==> src/rtl/hex_entry_ctrl_if.sv <==
// Handshake and counter-chain signal bundle for hex_entry_ctrl.
// The slave modport is the controller's view; master is the environment's view.
`timescale 1ns/1ps
interface hex_entry_ctrl_if #(
  parameter int DIGITS = 2
);
  localparam int W  = 4 * DIGITS;
  localparam int CW = $clog2(DIGITS + 1);

  logic [3:0]    din;
  logic          din_vld;
  logic          din_rdy;
  logic          enter;
  logic          abort;
  logic          tick;
  logic          co_in;
  logic          ld;
  logic          ce;
  logic [W-1:0]  d_out;
  logic          cnt_clr;
  logic          busy;
  logic          done;
  logic [CW-1:0] dig_cnt;

  modport master (
    output din, din_vld, enter, abort, tick, co_in,
    input  din_rdy, ld, ce, d_out, cnt_clr, busy, done, dig_cnt
  );

  modport slave (
    input  din, din_vld, enter, abort, tick, co_in,
    output din_rdy, ld, ce, d_out, cnt_clr, busy, done, dig_cnt
  );
endinterface

==> src/rtl/hex_entry_ctrl.sv <==
// Assembles hex digits MSD-first, loads them into a cascade of 4-bit counters,
// then gates TICK into the chain until the top stage carries out.
`timescale 1ns/1ps
module hex_entry_ctrl #(
  parameter int DIGITS = 2,
  parameter bit RELOAD = 1'b0
) (
  input logic             clk,
  input logic             clr_n,
  hex_entry_ctrl_if.slave bus
);

  localparam int W  = 4 * DIGITS;
  localparam int CW = $clog2(DIGITS + 1);
  localparam logic [CW-1:0] DIG_MAX = CW'(DIGITS);

  typedef enum logic [1:0] {
    IDLE,
    ENTRY,
    LOAD,
    RUN
  } state_t;

  state_t        state_q, state_d;
  logic [W-1:0]  buf_q, buf_d;
  logic [CW-1:0] dig_cnt_q, dig_cnt_d;
  logic          ld_q, ld_d;
  logic          cnt_clr_q, cnt_clr_d;
  logic          done_q, done_d;

  logic          din_rdy;
  logic          accept;
  logic          ce;

  assign din_rdy = ((state_q == IDLE) || (state_q == ENTRY)) && (dig_cnt_q < DIG_MAX);
  assign accept  = bus.din_vld & din_rdy;
  assign ce      = (state_q == RUN) & bus.tick & ~bus.abort;

  // ABORT overrides everything; otherwise a shifted-in digit lands before ENTER takes effect.
  always_comb begin
    state_d   = state_q;
    buf_d     = buf_q;
    dig_cnt_d = dig_cnt_q;
    cnt_clr_d = 1'b0;
    done_d    = 1'b0;
    if (bus.abort) begin
      state_d   = IDLE;
      dig_cnt_d = '0;
      cnt_clr_d = 1'b1;
    end else begin
      case (state_q)
        IDLE: begin
          if (accept) begin
            buf_d     = W'(bus.din);
            dig_cnt_d = CW'(1);
            state_d   = ENTRY;
          end
        end
        ENTRY: begin
          if (accept) begin
            buf_d     = (buf_q << 4) | W'(bus.din);
            dig_cnt_d = dig_cnt_q + CW'(1);
          end
          if (bus.enter) begin
            state_d = LOAD;
          end
        end
        LOAD: begin
          state_d = RUN;
        end
        RUN: begin
          if (ce && bus.co_in) begin
            done_d = 1'b1;
            if (RELOAD) begin
              state_d = LOAD;
            end else begin
              state_d   = IDLE;
              dig_cnt_d = '0;
            end
          end
        end
        default: begin
          state_d = IDLE;
        end
      endcase
    end
    ld_d = (state_d == LOAD);
  end

  always_ff @(posedge clk or negedge clr_n) begin
    if (!clr_n) begin
      state_q   <= IDLE;
      buf_q     <= '0;
      dig_cnt_q <= '0;
      ld_q      <= 1'b0;
      cnt_clr_q <= 1'b0;
      done_q    <= 1'b0;
    end else begin
      state_q   <= state_d;
      buf_q     <= buf_d;
      dig_cnt_q <= dig_cnt_d;
      ld_q      <= ld_d;
      cnt_clr_q <= cnt_clr_d;
      done_q    <= done_d;
    end
  end

  assign bus.din_rdy = din_rdy;
  assign bus.ce      = ce;
  assign bus.ld      = ld_q;
  assign bus.d_out   = buf_q;
  assign bus.cnt_clr = cnt_clr_q;
  assign bus.done    = done_q;
  assign bus.dig_cnt = dig_cnt_q;
  assign bus.busy    = (state_q == LOAD) || (state_q == RUN);

endmodule

==> src/flat_wrapper.sv <==
// flat-port wrapper written by rule: the top's interface ports become plain ports
module hex_entry_ctrl_flat 
#(
  parameter int DIGITS = 2,
  parameter bit RELOAD = 1'b0
)
  (clk, clr_n, bus_din, bus_din_vld, bus_enter, bus_abort, bus_tick, bus_co_in, bus_din_rdy, bus_ld, bus_ce, bus_d_out, bus_cnt_clr, bus_busy, bus_done, bus_dig_cnt);
  hex_entry_ctrl_if #(.DIGITS(DIGITS)) bus_i ();
  input logic clk;
  input logic clr_n;
  input wire logic [$bits(bus_i.din)-1:0] bus_din;
  input wire logic [$bits(bus_i.din_vld)-1:0] bus_din_vld;
  input wire logic [$bits(bus_i.enter)-1:0] bus_enter;
  input wire logic [$bits(bus_i.abort)-1:0] bus_abort;
  input wire logic [$bits(bus_i.tick)-1:0] bus_tick;
  input wire logic [$bits(bus_i.co_in)-1:0] bus_co_in;
  output wire logic [$bits(bus_i.din_rdy)-1:0] bus_din_rdy;
  output wire logic [$bits(bus_i.ld)-1:0] bus_ld;
  output wire logic [$bits(bus_i.ce)-1:0] bus_ce;
  output wire logic [$bits(bus_i.d_out)-1:0] bus_d_out;
  output wire logic [$bits(bus_i.cnt_clr)-1:0] bus_cnt_clr;
  output wire logic [$bits(bus_i.busy)-1:0] bus_busy;
  output wire logic [$bits(bus_i.done)-1:0] bus_done;
  output wire logic [$bits(bus_i.dig_cnt)-1:0] bus_dig_cnt;
  assign bus_i.din = bus_din;
  assign bus_i.din_vld = bus_din_vld;
  assign bus_i.enter = bus_enter;
  assign bus_i.abort = bus_abort;
  assign bus_i.tick = bus_tick;
  assign bus_i.co_in = bus_co_in;
  assign bus_din_rdy = bus_i.din_rdy;
  assign bus_ld = bus_i.ld;
  assign bus_ce = bus_i.ce;
  assign bus_d_out = bus_i.d_out;
  assign bus_cnt_clr = bus_i.cnt_clr;
  assign bus_busy = bus_i.busy;
  assign bus_done = bus_i.done;
  assign bus_dig_cnt = bus_i.dig_cnt;
  hex_entry_ctrl #(.DIGITS(DIGITS), .RELOAD(RELOAD)) u_core (.clk(clk), .clr_n(clr_n), .bus(bus_i));
endmodule
==> config.mk <==
export PLATFORM = sky130hd
export DESIGN_NAME = hex_entry_ctrl_flat
export DESIGN_NICKNAME = d
export VERILOG_FILES = /design/src/rtl/hex_entry_ctrl_if.sv /design/src/rtl/hex_entry_ctrl.sv /design/src/flat_wrapper.sv
export SDC_FILE = /design/constraint.sdc
export NUM_CORES = 1
export LEC_CHECK = 0
export BUFFER_PORTS_ARGS = -buffer_cell sky130_fd_sc_hd__buf_2
export CORE_MARGIN = 2
export CORE_UTILIZATION = 48
export CTS_CLUSTER_SIZE = 28
export DETAILED_ROUTE_END_ITERATION = 6
export PLACE_DENSITY = 0.8
export RECOVER_POWER = 50
export SLEW_MARGIN = 10
export SYNTH_ARGS = -nofsm -noshare
export SYNTH_HDL_FRONTEND = slang
export SYNTH_SLANG_ARGS = --single-unit
==> constraint.sdc <==
create_clock -name clk -period 2.7 [get_ports clk]
set_input_delay 0.135 -clock clk [delete_from_list [all_inputs] [get_ports clk]]
set_output_delay 0.135 -clock clk [all_outputs]
set_load 0.02 [all_outputs]
==> results.cfg, run 1 <==
[power]
power_per_cell_area_mw_per_mm2 = 653.9
leakage_nw = 0.3763
vdd_drop_max_v = 0.0003273

[clocking]
postCtsSetupRepairBufs = 0
htreeDepth = 1
cts_root_buf = clkbuf_4
cts_sinks = 15
cts_buffers = 3
clkTransAtPathRegs_ps = 90
cts_tree = yes
clock_latency_ps = 280
cts_buffer_depth = 2

[die]
io_pins = 27
die_w_um = 40.39
placementRows = 13
core_area_mm2 = 0.001269
start_util = 0.5010
die_area_mm2 = 0.001631
die_h_um = 40.39

[global_route]
grt_pass1_vias = 387
grt_overflow = 0
antenna_found_initial = 0
track_usage = 0.1665
grt_max_degree = 16
grt_pass1_wl_mm = 1.683

[detailed_routing]
vias = 493
drt_iter0_markers = 9
wire_per_inst_um = 12.16
ant_nets = 0
drc_errors = 0
routed_wl_mm = 1.192
dr.pass1.iters = 4
avgViaCountPerCell = 5.031

[placed_design]
place_congestion = 0.6762
place_hpwl_um = 873.4
numPortBuffers = 26

[cells_and_area]
mostFrequentLayoutCell = buf_2
nets = 95
drive_gt1_frac = 0.3012
fin_util = 0.6164
final_cell_mix = buf_2, dfrtp_1, clkbuf_1
area_growth_pct = 23.03
antenna_cells = 0

[status]
status = complete, no violations

[critical_path]
worstSetupStartpointType = register
cp.arrival_ps = 1910
rr_worst_depth = 2
cp_max_fo = 13
required_ps = 2860
critPathKind = register to register
cp-end-kind = register

[synth]
syn_nets = 68
synthTopCellsByArea = dfrtp_1, nand2_1, mux2_2
yosys_warnings = 0
synth_top_area_cell = dfrtp_1
synth_area_per_cell_um2 = 11.15
synth.distinct_cells = 24
ys_ff_latch = 15
syn_area_um2 = 635.6
synth_top_area_frac = 0.5906
synth_seq_area_share = 0.5906
synth_cells = 57

[sta]
relSlewSlack = 0.4874
setup_viol = 0
clock_skew_ps = 6.430
rsz0062_at_grt = false
maxSlewViolCount = 0
setup_tns_ps = 0
post-route-min-period_ps = 1744
tightest_slew_ps = 768.9
hold_slack_ps = 85.23
hold_viol_final = 0
max_freq_mhz = 573.4
post-route-period-util = 0.6459

[worst_hold_path]
min_path_cells = 2
hold_class = input port to register

[run]
cap_violations = 0
## per-stage QoR
stage / std cells / power (W) / setup slack, ps / cell area (µm²)
CTS: 98 / 0.0005200 / 952.6 / 793.3
floorplan: 57 / 0.0003505 / 1053 / 635.6
detailed placement: 93 / 0.0003962 / 969.6 / 757.0
global placement: 93 / 0.0003909 / 1001 / 757.0
finish: 98 / 0.0005113 / 956.0 / 782.0
global route: 98 / 0.0005432 / 884.7 / 782.0
## logic make-up (layout without fill, tap and decap cells)
logic type             Yosys count  in the layout  synth area share
AND/OR/NAND/NOR                 21             21            0.1732
flip-flops                      15             15            0.5906
AO/OA/AOI/OAI                   10             10           0.09449
buffers and inverters            6             32           0.04920
multiplexers                     5              5           0.09251
## worst max-delay path: stages (launching register included)
cell     delay, ps
dfrtp_1        480
or4b_1         780
mux2_4         370
## area by class of cell
cell class | count | area (µm²)
flip-flops and latches | 15 | 375.4
clock buffers | 4 | 26.28
inverters | 1 | 3.754
repair buffers | 27 | 128.9
fillers | 119 | 486.7
multi-input cells | 36 | 229.0
well taps | 15 | 18.77
## cells in the mapped netlist, drive strengths merged
cell type / number
a311oi: 1
or4b: 1
a21oi: 2
and4: 1
o2bb2ai: 1
nor2: 3
nand3: 1
o21a: 1
dfrtp: 15
nor3: 1
mux2i: 1
inv: 1
and3b: 1
nand4: 1
nor2b: 1
and2: 1
o21ai: 5
or3b: 1
mux2: 4
nand2: 9
buf: 2
clkbuf: 3
## state kept, by name, indices dropped and copies added, names as in the netlist
register,count
u_core.bus.d_out,8
u_core.bus.dig_cnt,2
u_core.state_q,2
u_core.bus.cnt_clr,1
u_core.bus.done,1
u_core.bus.ld,1
## what timing repair did
action | in CTS | in global routing
hold endpoints to repair | 15 | 0
setup endpoints to repair | 0 | 0
gates resized for setup | 0 | 0
hold buffers | 1 | 0
## layer usage
metal / part of all wire / vias to the layer above / GRT usage
met4: 0.0084 / 0 / 0.1250
met5: 0 / - / 0
met2: 0.46 / 19 / 0.2421
met1: 0.45 / 226 / 0.2155
met3: 0.079 / 2 / 0.03333
li1: - / 246 / -
## final timing paths
path                                                  from                              end  slack [ps]
setup reg to reg               u_core.state_q[1]$_DFF_PN0_  u_core.bus.d_out[3]$_DFFE_PN0P_         960
max in group asynchronous                            clr_n        u_core.bus.done$_DFF_PN0_        1780
setup / recovery               u_core.state_q[1]$_DFF_PN0_  u_core.bus.d_out[3]$_DFFE_PN0P_         960
min in group asynchronous                            clr_n  u_core.bus.d_out[6]$_DFFE_PN0P_         430
hold / removal                                  bus_din[1]  u_core.bus.d_out[1]$_DFFE_PN0P_          90
hold reg to reg            u_core.bus.d_out[5]$_DFFE_PN0P_  u_core.bus.d_out[5]$_DFFE_PN0P_         490
## power breakdown
part | switching, W | internal [W]
clock | 0.0000659 | 0.0000572
sequential | 0.0000216 | 0.000251
combinational | 0.0000708 | 0.0000449
total | 0.000158 | 0.000353
No activity file was read; power rests on OpenSTA's default activity.
==> inputs of run 2 (changes only) <==
--- a/config.mk
+++ b/config.mk
@@ -5,12 +5,13 @@
 export SDC_FILE = /design/constraint.sdc
 export NUM_CORES = 1
 export LEC_CHECK = 0
+export ABC_AREA = 1
 export BUFFER_PORTS_ARGS = -buffer_cell sky130_fd_sc_hd__buf_2
 export CORE_MARGIN = 2
-export CORE_UTILIZATION = 48
+export CORE_UTILIZATION = 46
 export CTS_CLUSTER_SIZE = 28
 export DETAILED_ROUTE_END_ITERATION = 6
-export PLACE_DENSITY = 0.8
+export PLACE_DENSITY = 0.76
 export RECOVER_POWER = 50
 export SLEW_MARGIN = 10
 export SYNTH_ARGS = -nofsm -noshare
==> constraint.sdc (replaced) <==
create_clock -name clk -period 1.8 [get_ports clk]
set_input_delay 0.09 -clock clk [delete_from_list [all_inputs] [get_ports clk]]
set_output_delay 0.09 -clock clk [all_outputs]
set_load 0.02 [all_outputs]
==> run 2 against run 1 <==
Register-to-register slack got worse by 430 ps. Flip-flop and latch count unchanged. Design area increased by 10%. Cell count increased by 28%. Setup slack got worse by 500 ps. Sequential share of layout area decreased by 4.5 points. Clock skew decreased by 4.7 ps. Critical path depth increased by 4. Highest routed layer unchanged.
==> results.cfg, run 2 <==
[status]
status = complete, no violations

[die]
die_w_um = 42.79
start_util = 0.5125
die_h_um = 42.79
core_area_mm2 = 0.001350
placementRows = 13
die_area_mm2 = 0.001831
io_pins = 27

[clocking]
clock_latency_ps = 280
cts_sinks = 15
cts_buffer_depth = 2
cts-resized-gates = 0
cts_tree = yes
cts_root_buf = clkbuf_4
cts_buffers = 3
postCtsSetupRepairBufs = 0
htreeDepth = 1
clkTransAtPathRegs_ps = 90

[sta]
rsz0062_at_grt = false
clock_skew_ps = 1.701
maxSlewViolCount = 0
max_freq_mhz = 741.6
hold_viol_final = 0
setup_viol = 0
post-route-min-period_ps = 1348
tightest_slew_ps = 757.7
relSlewSlack = 0.4949
post-route-period-util = 0.7491
setup_tns_ps = 0

[global_route]
grt_pass1_wl_mm = 2.194
track_usage = 0.1594
antenna_found_initial = 0
grt_max_degree = 16
grt_overflow = 0
grt_pass1_vias = 543

[synth]
syn_nets = 91
yosys_warnings = 0
async_flop_share = 1.000
ys.flop_type = dfrtp_1
synth_area_per_cell_um2 = 8.649
yosysMostFrequentCell = nand2_1
synth_top_area_frac = 0.5425
synth_seq_area_share = 0.5425
synth_edf_count = 0
synth.distinct_cells = 17
synth.top_cells.by_count = nand2_1, dfrtp_1, inv_1
synth_top_area_cell = dfrtp_1
synth_cells = 80
ys_ff_latch = 15
synthTopCellsByArea = dfrtp_1, nand2_1, inv_1
syn_area_um2 = 691.9

[placed_design]
place_congestion = 0.7540
numPortBuffers = 26
dpl_cell_area_um2 = 825.8
place_hpwl_mm = 1.015

[detailed_routing]
drt_iter0_markers = 30
ant_nets = 0
drc_errors = 0
dr.pass1.iters = 4
vias = 610
wire_per_inst_um = 11.02
avgViaCountPerCell = 4.880
routed_wl_mm = 1.377

[cells_and_area]
largest_register_ffs = 8
antenna_cells = 0
final_cell_mix = nand2_1, buf_2, dfrtp_1
mostFrequentLayoutCell = nand2_1
drive_gt1_frac = 0.3000
fill_cells = 126
area_growth_pct = 24.59
nets = 122
fin_area_um2 = 862.1
fin_util = 0.6386

[power]
vdd_drop_max_v = 0.0004922
power_per_cell_area_mw_per_mm2 = 962.3
leakage_nw = 0.4779

[critical_path]
rr_worst_depth = 4
worstSetupStartpointType = input port
rrSetupSlack_ps = 530
critPathKind = input port to output pin
crit_path_start = bus_abort
timing.rr.start = u_core.state_q[1]$_DFF_PN0_
cp.arrival_ps = 1260
required_ps = 1710
cp-end-kind = output pin
crit_end = bus_ce
cp_max_fo = 4
reg2reg_to = u_core.bus.d_out[2]$_DFFE_PN0P_

[worst_hold_path]
hold_class = input port to register

[run]
cap_violations = 0
-- run 2: changes by cell type after synthesis, moves of 3 or more --
cell / previous run / this run
o21ai_1: 0 / 3
nand2_1: 9 / 18
nor2_1: 3 / 10
o21ai_0: 5 / 0
inv_2: 0 / 3
nand3_1: 1 / 4
inv_1: 1 / 11
a21oi_2: 0 / 3
mux2_2: 3 / 0
-- run 2: layer usage --
layer | routed length (µm) | track usage | vias to the layer above
met3 | 124 | 0.04255 | 4
met4 | 21 | 0.05625 | 0
met2 | 628 | 0.2606 | 24
met5 | 0 | 0 | -
met1 | 603 | 0.2011 | 276
li1 | - | - | 306
-- run 2: worst min-delay path by stage --
stage | startpoint | to | slack, ps | cells after the start
finish | bus_din[1] | u_core.bus.d_out[1]$_DFFE_PN0P_ | 50 | 3
floorplan | clr_n | u_core.bus.cnt_clr$_DFF_PN0_ | -210 | 0
detailed placement | clr_n | u_core.bus.d_out[6]$_DFFE_PN0P_ | 8 | 1
CTS | bus_din[1] | u_core.bus.d_out[1]$_DFFE_PN0P_ | 40 | 3
global route | bus_din[2] | u_core.bus.d_out[2]$_DFFE_PN0P_ | 30 | 3
global placement | clr_n | u_core.bus.d_out[2]$_DFFE_PN0P_ | 8 | 1
-- run 2: worst max-delay path, cell delays in order --
cell	delay [ps]
dlygate4sd3_1	530
clkbuf_1	140
nor2_1	200
inv_1	60
nor2_1	70
buf_2	160
-- run 2: stage by stage --
step           cells  setup slack, ps  hold WS [ps]  power (W)
2_1_floorplan     80            578.6        -205.6  0.0005725
3_3_place_gp     119            603.2         8.154  0.0006462
3_5_place_dp     119            550.8         8.003  0.0006524
4_1_cts          125            456.3         39.71  0.0008411
5_1_grt          125            383.4         33.47  0.0008830
6_report         125            451.6         45.68  0.0008296
-- run 2: cell type report --
type	count	area [µm²]	area share
Timing Repair Buffer	28	138.9	0.1611
Inverter	15	56.30	0.06531
Clock inverter	1	5.005	0.005806
Multi-Input combinational cell	48	245.2	0.2845
Tap cell	15	18.77	0.02177
Clock buffer	3	22.52	0.02612
Sequential cell	15	375.4	0.4354
-- run 2: logic make-up (layout without fill, tap and decap cells) --
family                 count (synthesis)  in the layout  synth area share
AOI/OAI and AO/OA                      9              9           0.09222
DFF                                   15             15            0.5425
buffers and inverters                 17             47            0.1031
and+or+nand+nor                       39             39            0.2622
-- run 2: power breakdown --
group | switching (W) | internal [W]
Combinational | 0.000152 | 0.0000752
Clock | 0.000104 | 0.0000824
Sequential | 0.0000340 | 0.000382
Total | 0.000290 | 0.000539
-- run 2: timing repair --
item / in CTS / in global routing
hold endpoints to repair: 16 / 0
hold buffers: 2 / 0
endpoints found under the setup margin: 0 / 0
